<file path="src/rtl/booth_mul_sched.sv">
// booth_mul_sched: radix-2 Booth sequential multiplier shared by NREQ
// requesters through a round-robin front end. One multiplier bit per clock;
// result is held tagged with the requester index until res_ready.
// Optional feature macro: BOOTH_SCHED_ZERO_SKIP_EN (zero operand completes
// on the accept edge with a zero product).
module booth_mul_sched #(
  parameter int unsigned WIDTH = 4,
  parameter int unsigned NREQ  = 4
) (
  input  logic                      clk,
  input  logic                      rst_n,
  input  logic [NREQ-1:0]           req_valid,
  output logic [NREQ-1:0]           req_ready,
  input  logic [NREQ*WIDTH-1:0]     req_a,
  input  logic [NREQ*WIDTH-1:0]     req_b,
  output logic                      res_valid,
  input  logic                      res_ready,
  output logic [2*WIDTH-1:0]        res_product,
  output logic [$clog2(NREQ)-1:0]   res_id,
  output logic                      busy
);

  localparam int unsigned IDW = $clog2(NREQ);
  localparam int unsigned CW  = (WIDTH > 2) ? $clog2(WIDTH) : 1;

  typedef enum logic [1:0] {IDLE, RUN, DONE} state_t;

  state_t              state, state_nxt;
  logic [IDW-1:0]      ptr;
  logic [IDW-1:0]      cur_id;
  logic [WIDTH-1:0]    a_reg, b_reg;
  logic [WIDTH:0]      acc_hi;
  logic [WIDTH-1:0]    acc_lo;
  logic                e;
  logic [CW-1:0]       cnt;

  logic [NREQ-1:0]     win_vec;
  logic [IDW-1:0]      win_id;
  logic                any_valid;
  int unsigned         rr_idx;
  logic                window;
  logic                accept;
  logic                last;
  logic                zero_op;
  logic [WIDTH-1:0]    a_sel, b_sel;
  logic [WIDTH:0]      b_ext, sum;
  logic [WIDTH:0]      hi_nxt;
  logic [WIDTH-1:0]    lo_nxt;

  // Round-robin search starting one past the last granted index
  always_comb begin
    win_vec   = '0;
    win_id    = '0;
    any_valid = 1'b0;
    rr_idx    = 0;
    for (int unsigned k = 1; k <= NREQ; k++) begin
      rr_idx = (32'(ptr) + k) % NREQ;
      if (!any_valid && req_valid[IDW'(rr_idx)]) begin
        any_valid = 1'b1;
        win_id    = IDW'(rr_idx);
      end
    end
    if (any_valid) win_vec = NREQ'(1) << win_id;
  end

  // Grants are suppressed while reset is held so req_ready reads as zero
  assign window    = rst_n && ((state == IDLE) || ((state == DONE) && res_ready));
  assign accept    = window && any_valid;
  assign req_ready = accept ? win_vec : '0;

  assign a_sel = req_a[win_id*WIDTH +: WIDTH];
  assign b_sel = req_b[win_id*WIDTH +: WIDTH];

`ifdef BOOTH_SCHED_ZERO_SKIP_EN
  assign zero_op = (a_sel == '0) || (b_sel == '0);
`else
  assign zero_op = 1'b0;
`endif

  assign last      = (state == RUN) && (cnt == CW'(WIDTH-1));
  assign res_valid = (state == DONE);
  assign busy      = (state != IDLE);

  // One Booth step: add/subtract B on {A[k], e}, then arithmetic shift right
  always_comb begin
    b_ext = {b_reg[WIDTH-1], b_reg};
    sum   = acc_hi;
    case ({a_reg[cnt], e})
      2'b10:   sum = acc_hi - b_ext;
      2'b01:   sum = acc_hi + b_ext;
      default: sum = acc_hi;
    endcase
    hi_nxt = {sum[WIDTH], sum[WIDTH:1]};
    lo_nxt = {sum[0], acc_lo[WIDTH-1:1]};
  end

  // Next-state logic
  always_comb begin
    state_nxt = state;
    case (state)
      IDLE: if (accept) state_nxt = zero_op ? DONE : RUN;
      RUN:  if (last) state_nxt = DONE;
      DONE: if (res_ready) state_nxt = accept ? (zero_op ? DONE : RUN) : IDLE;
      default: state_nxt = IDLE;
    endcase
  end

  // State register
  always_ff @(posedge clk or negedge rst_n) begin
    if (!rst_n) state <= IDLE;
    else        state <= state_nxt;
  end

  // Operand capture, Booth accumulator and result registers
  always_ff @(posedge clk or negedge rst_n) begin
    if (!rst_n) begin
      ptr         <= IDW'(NREQ-1);
      cur_id      <= '0;
      a_reg       <= '0;
      b_reg       <= '0;
      acc_hi      <= '0;
      acc_lo      <= '0;
      e           <= 1'b0;
      cnt         <= '0;
      res_product <= '0;
      res_id      <= '0;
    end else if (accept) begin
      a_reg  <= a_sel;
      b_reg  <= b_sel;
      acc_hi <= '0;
      acc_lo <= '0;
      e      <= 1'b0;
      cnt    <= '0;
      cur_id <= win_id;
      ptr    <= win_id;
      if (zero_op) begin
        res_product <= '0;
        res_id      <= win_id;
      end
    end else if (state == RUN) begin
      acc_hi <= hi_nxt;
      acc_lo <= lo_nxt;
      e      <= a_reg[cnt];
      cnt    <= cnt + CW'(1);
      if (last) begin
        res_product <= {hi_nxt[WIDTH-1:0], lo_nxt};
        res_id      <= cur_id;
      end
    end
  end

endmodule
</file>
<file path="config.mk">
export PLATFORM = sky130hd
export DESIGN_NAME = booth_mul_sched
export DESIGN_NICKNAME = d
export VERILOG_FILES = /design/src/rtl/booth_mul_sched.sv
export SDC_FILE = /design/constraint.sdc
export NUM_CORES = 1
export LEC_CHECK = 0
export CORE_ASPECT_RATIO = 1.2
export CORE_MARGIN = 2
export CORE_UTILIZATION = 48
export DETAILED_ROUTE_END_ITERATION = 6
export GPL_ROUTABILITY_DRIVEN = 0
export GPL_TIMING_DRIVEN = 0
export PLACE_DENSITY = 0.79
export SYNTH_ARGS = -nofsm -noshare
export SYNTH_HDL_FRONTEND = slang
export SYNTH_SLANG_ARGS = --single-unit
</file>
<file path="constraint.sdc">
create_clock -name clk -period 4 [get_ports clk]
set_input_delay 0.4 -clock clk [delete_from_list [all_inputs] [get_ports clk]]
set_output_delay 0.4 -clock clk [all_outputs]
set_load 0.02 [all_outputs]
</file>
# --- Word level (Yosys, flattened, before mapping) ---
# Cells that the tools add are included.
totals:
  output_inout_bits: 16
  ff_bits: 36
  input_bits: 39
  ramBits: 0
  romBits: 0
  elab_cells: 85
  latch_bits: 0
  n_memories: 0
op_classes:
  n_mux: 34
  n_shift: 3
  n_eq_ne: 8
  n_bitwise: 1
  reduce_logical: 16
  div_mod_pow: 0
  n_mul: 0
  add_sub_neg: 7
  order_cmp: 5
op_table:
  columns: ["op", "n"]
  rows:
  - ["$shiftx A16 B5 Y4", 2]
  - ["$mux W2", 9]
  - ["$mux W4", 4]
  - ["$lt A2 B3 Y1 const B", 5]
  - ["$mux W1", 12]
  - ["$bmux W1 S2", 5]
  - ["$mux W5", 2]
  - ["$pmux W5 S2", 1]
  - ["$logic_and A1 B1 Y1", 7]
  - ["$add A2 B1 Y2 const B", 3]
  - ["$eq A2 B2 Y1 const B", 3]
  - ["$pmux W2 S3", 1]
  - ["$reduce_and A3 Y1", 2]
  - ["$add A5 B5 Y5", 1]
  - ["$sub A5 B5 Y5", 1]
  - ["$add A2 B2 Y2 const B", 2]
  - ["$eq A2 B1 Y1 const B", 2]
  - ["$ne A2 B2 Y1 const B", 2]
  - ["$reduce_bool A2 Y1", 2]
  - ["$shl A1 B2 Y4 const A", 1]
  - ["$logic_not A1 Y1", 3]
  - ["$logic_not A2 Y1", 1]
  - ["$ne A2 B1 Y1 const B", 1]
  - ["$logic_or A1 B1 Y1", 1]
  - ["$not A1 Y1", 1]

# --- Depth between registers and ports, before layout ---
depth:
  depth_word: 17
  ltp_mapped: 11
  depth_no_buf: 11

# --- Least setup slack after synthesis ---
# OpenSTA, ideal clock, no wires.
synth_path:
  path_kind: "reg2reg"
  from: "reg cnt[0]"
  to: "reg res_product[7]"
  path_buffers: 0
  period_less_slack_ns: 2.963
  path_slack_ns: 1.037
  path_stages_with_launch: 11
  arrival_ns: 2.839
  required_ns: 3.876
  setup_ns: 0.124
  path_cell_list: "dfrtp_1 mux4_2 inv_1 ha_1 mux2_2 fa_1 a21o_1 a21oi_1 xnor2_1 o21a_1 o31a_1"
synth_via:
  elab_chain_len: 4
  word_cells_on_any_way: 8
  cone_classes: "eq/ne (3); mux (3); reduce/logical (2)"
synth_rtl:
  columns: ["element", "line", "source"]
  rows:
  - ["start: declaration", "35", "logic [CW-1:0] cnt;"]
  - ["start signal: assignment", "144", "cnt <= cnt + CW'(1);"]
  - ["$bmux W1 S2", "88", "case ({a_reg[cnt], e})"]
  - ["$mux W1 (implied by the code)", "88", null]
  - ["$eq A2 B1 Y1 or $eq A2 B2 Y1 (tied branches)", "88", null]
  - ["$pmux W5 S2", "88", null]
  - ["end signal: assignment", "146", "res_product <= {hi_nxt[WIDTH-1:0], lo_nxt};"]
  - ["end: declaration", "18", "output logic [2*WIDTH-1:0] res_product,"]
# Parallel ways exist; a longest one is shown, timed or not. The select of a mux whose other input is x is not followed.
# A chain may end at the register's enable or synchronous reset.

# --- Final worst setup path ---
# Ends and elaborated chain as after synthesis.

==> reports/qor.csv <==
stage,metric,value,unit
status,run status,finished clean,
timing,Sum Neg Setup Slack,0,ns
detailed_routing,number of remaining DRC errors,0,
timing,Final Cycle Share,78.9,%
synthesis,Synth Register Bits,34,
synthesis,asr flop ratio synth,100,%
placed_design,HPWL Detailed,3.58,mm
grt,GR Overflow Total,0,
pwr,clock group share of total power,12.4,%
detailed_routing,ANT nets after route,0,
clocking,CTS tree,built,
setup_path,worst-path maximum fanout,5,
synthesis,Post-Syn Area,0.00206,mm²
grt,initial antenna violation count,0,
floorplan,Rows,26,
clocking,CTS H-Tree Depth,2,
setup_path,CP Class,flip-flop to flip-flop,
grt,largest net degree at the start of global routing,37,
cells_and_area,max reg flops,8,
clocking,Root Driver,clkbuf_8,
synthesis,Syn Area/Cell,9.95,µm²
cells_and_area,Final nets,316,
detailed_routing,drt wl/cell,14.0,µm
flow_run,Max-Cap Viols,0,
clocking,Clock Path Buffers,2,
pwr,Tot Pwr,2.14,mW
timing,Final Hold Fails,0,
synthesis,YS warnings,0,
setup_path,RR Startpoint,cnt[0]$_DFFE_PN0P_,
floorplan,Die W,63.8,µm
grt,GRT Util Overall,21.6,%
synthesis,cell taking the most area after synthesis,dfrtp_1,
cells_and_area,Synth-to-Final Area Change,34.0,%
synthesis,Synth cell types,45,
timing,Final setup viols,0,
clocking,clk sink count,34,
setup_path,crit-path max cell delay,0.53,ns
timing,max-slew violation count,0,
synthesis,"Seq/Total Area, Yosys",41.4,%
grt,first-pass GRT wire length,7.94,mm
grt,busiest grt layer,met2,
synthesis,share of the synthesized area in the top cell type,38.9,%
hold_path,HP Class,input pin to async pin,
floorplan,die height,75.8,µm
cells_and_area,share of cells above drive strength 1,11.5,%
timing,minimum clock period,3.15,ns
pwr,Switching Fraction,41.9,%
grt,routing usage on met2,39.6,%
detailed_routing,First-pass DRT Iterations,4,
setup_path,Register-to-Register Path Depth,10,
pwr,Switch Pwr,0.894,mW
floorplan,Core Footprint,0.00420,mm²
pwr,combinational share of power,58.2,%
clocking,post-cts resize count,0,
setup_path,Crit path required time,4.18,ns
grt,GR Layer Usage met1,25.0,%
detailed_routing,Post-Route WL,4.57,mm
placed_design,DP Worst Slack,0.849,ns
pwr,sequential power share,29.4,%
setup_path,Bufs and invs on worst path,1,
grt,GRT met3 Usage,3.40,%
clocking,Clock Pin Slew Worst Setup and Hold Paths,0.07,ns
cells_and_area,largest reg by FF count,res_product,
timing,PnR worst setup slack,0.846,ns
synthesis,Synth Instances,207,
setup_path,Worst path top cell family by delay,multiplexers,
pwr,PwrDens,774,mW/mm²
setup_path,Setup crit end kind,flip-flop,
setup_path,CP max-delay cell,mux4_2,
clocking,Hold Buf Count CTS,0,
detailed_routing,via count,1790,
placed_design,count of input and output buffers,54,
setup_path,CP cell instances,"mux4_2, inv_1, ha_1, mux2_2, fa_1, a21o_1, a21oi_1, xnor2_1, o21a_1, o31a_1",
pwr,peak supply drop,0.330,mV
floorplan,Die ar.,0.00483,mm²
setup_path,CP Data Arrival Time,3.33,ns
synthesis,net count after synthesis,255,
clocking,post-CTS setup buffer count,0,
pwr,P_int,1.24,mW
grt,vias in the first global route,1726,
setup_path,"reg-to-reg slack, setup",0.85,ns
synthesis,Area contributors post-synth,"dfrtp_1 39%, ha_1 4.9%, a21oi_1 4.6%",
synthesis,Main synth FF type,dfrtp_1,
floorplan,IO Pins,55,
cells_and_area,n_diodes,0,
timing,Max transition margin,51.2,%
pwr,static leakage,1.19,nW
timing,unrepaired setup endpoints after global routing,no,
clocking,total CTS buffers,5,
setup_path,FF-to-FF End,res_product[7]$_DFFE_PN0P_,
detailed_routing,DRT iter0 DRCs,60,
synthesis,number of flops mapped to enable cells by yosys,0,
detailed_routing,vias per inst,5.51,
floorplan,Initial Utilization,49.1,%
setup_path,CP Launch Type,flip-flop,
clocking,Skew-Pair Late Insertion Delay,0.29,ns
timing,Clock Skew,0.00866,ns
timing,Worst-Margin Slew,0.733,ns
timing,f_max,317,MHz
-- routing by layer --
layer | share of wire (%) | wire [µm] | up-vias
met5 | 0 | 0 | -
met4 | 2.2 | 102 | 0
met3 | 4.6 | 209 | 9
met2 | 51 | 2340 | 70
met1 | 42 | 1920 | 826
li1 | - | - | 885
-- cell usage in the layout, fill, tap and decap left out, types with 6 or more instances in the layout --
cell / synthesis / layout
clkdlybuf4s50_1: 0 / 53
dfrtp_1: 32 / 32
nand2_1: 20 / 20
a21oi_1: 19 / 19
nor2_1: 14 / 14
mux2_2: 8 / 8
nand4_1: 8 / 8
o31ai_1: 8 / 8
a221o_1: 8 / 8
ha_1: 8 / 8
nand2b_1: 7 / 7
o21ai_0: 7 / 7
mux2_1: 7 / 7
clkbuf_8: 0 / 6
-- cell families (layout without fill, tap and decap cells) --
family,after synthesis,in the layout,share of synthesized area (%)
adder cells (fa/ha/maj),9,9,5.83
XOR/XNOR,6,6,2.55
flip-flops,34,34,41.4
AO/OA/AOI/OAI,58,58,19.4
multiplexers,19,19,10.8
buffers and inverters,16,78,3.89
AND/OR/NAND/NOR,65,65,16.2
-- Yosys cell counts (all sizes together), types with 2 or more instances --
master and instances:
dfrtp 32, a21oi 20, nand2 20, mux2 15
nor2 14, o21ai 9, a221o 8, ha 8
nand4 8, o31ai 8, buf 7, nand2b 7
clkbuf 5, inv 4, a211oi 3, a21o 3
mux2i 3, nand3 3, nor3 3, o21a 3
xnor2 3, xor2 3, dfstp 2, nor2b 2
or2 2
-- how the worst max path moves through the flow --
| stage | startpoint | endpoint | slack, ns | cells past startpoint |
|---|---|---|---|---|
| 5_1_grt | cnt[0]$_DFFE_PN0P_ | res_product[7]$_DFFE_PN0P_ | 0.70 | 10 |
| 3_3_place_gp | rst_n | req_ready[0] | 0.007 | 5 |
| 3_5_place_dp | cnt[0]$_DFFE_PN0P_ | res_product[7]$_DFFE_PN0P_ | 0.85 | 10 |
| 6_report | cnt[0]$_DFFE_PN0P_ | res_product[7]$_DFFE_PN0P_ | 0.85 | 10 |
| 2_1_floorplan | cnt[0]$_DFFE_PN0P_ | res_product[7]$_DFFE_PN0P_ | 1.04 | 10 |
| 4_1_cts | cnt[0]$_DFFE_PN0P_ | res_product[7]$_DFFE_PN0P_ | 0.82 | 10 |
-- power groups by stage --
stage	Sequential, mW	Combinational (mW)	Clock, mW
after floorplan	0.657	0.862	0
after global placement	0.627	1.21	0
after detailed placement	0.636	1.25	0
after CTS	0.630	1.26	0.268
after global routing	0.654	1.39	0.285
final	0.628	1.24	0.265
-- area by class of cell --
class / instances / area [µm²]
plain buffers: 12 / 65.1
clock buffers: 6 / 82.6
clock inverters: 2 / 12.5
fillers: 354 / 1440
inverters: 4 / 15.0
multi-input cells: 157 / 1130
flip-flops and latches: 34 / 853
well taps: 56 / 70.1
repair buffers: 54 / 536
-- through the flow --
step                      instances  area (µm²)  utilization [%]  hold slack (ns)
after floorplan                 207        2060                -            0.104
after global placement          317        2670             63.6            0.456
after detailed placement        317        2670             63.5            0.462
after CTS                       325        2760             65.8            0.186
after global routing            325        2760             65.8            0.224
final                           325        2760             65.8            0.161
(Power assumes the default switching activity.)
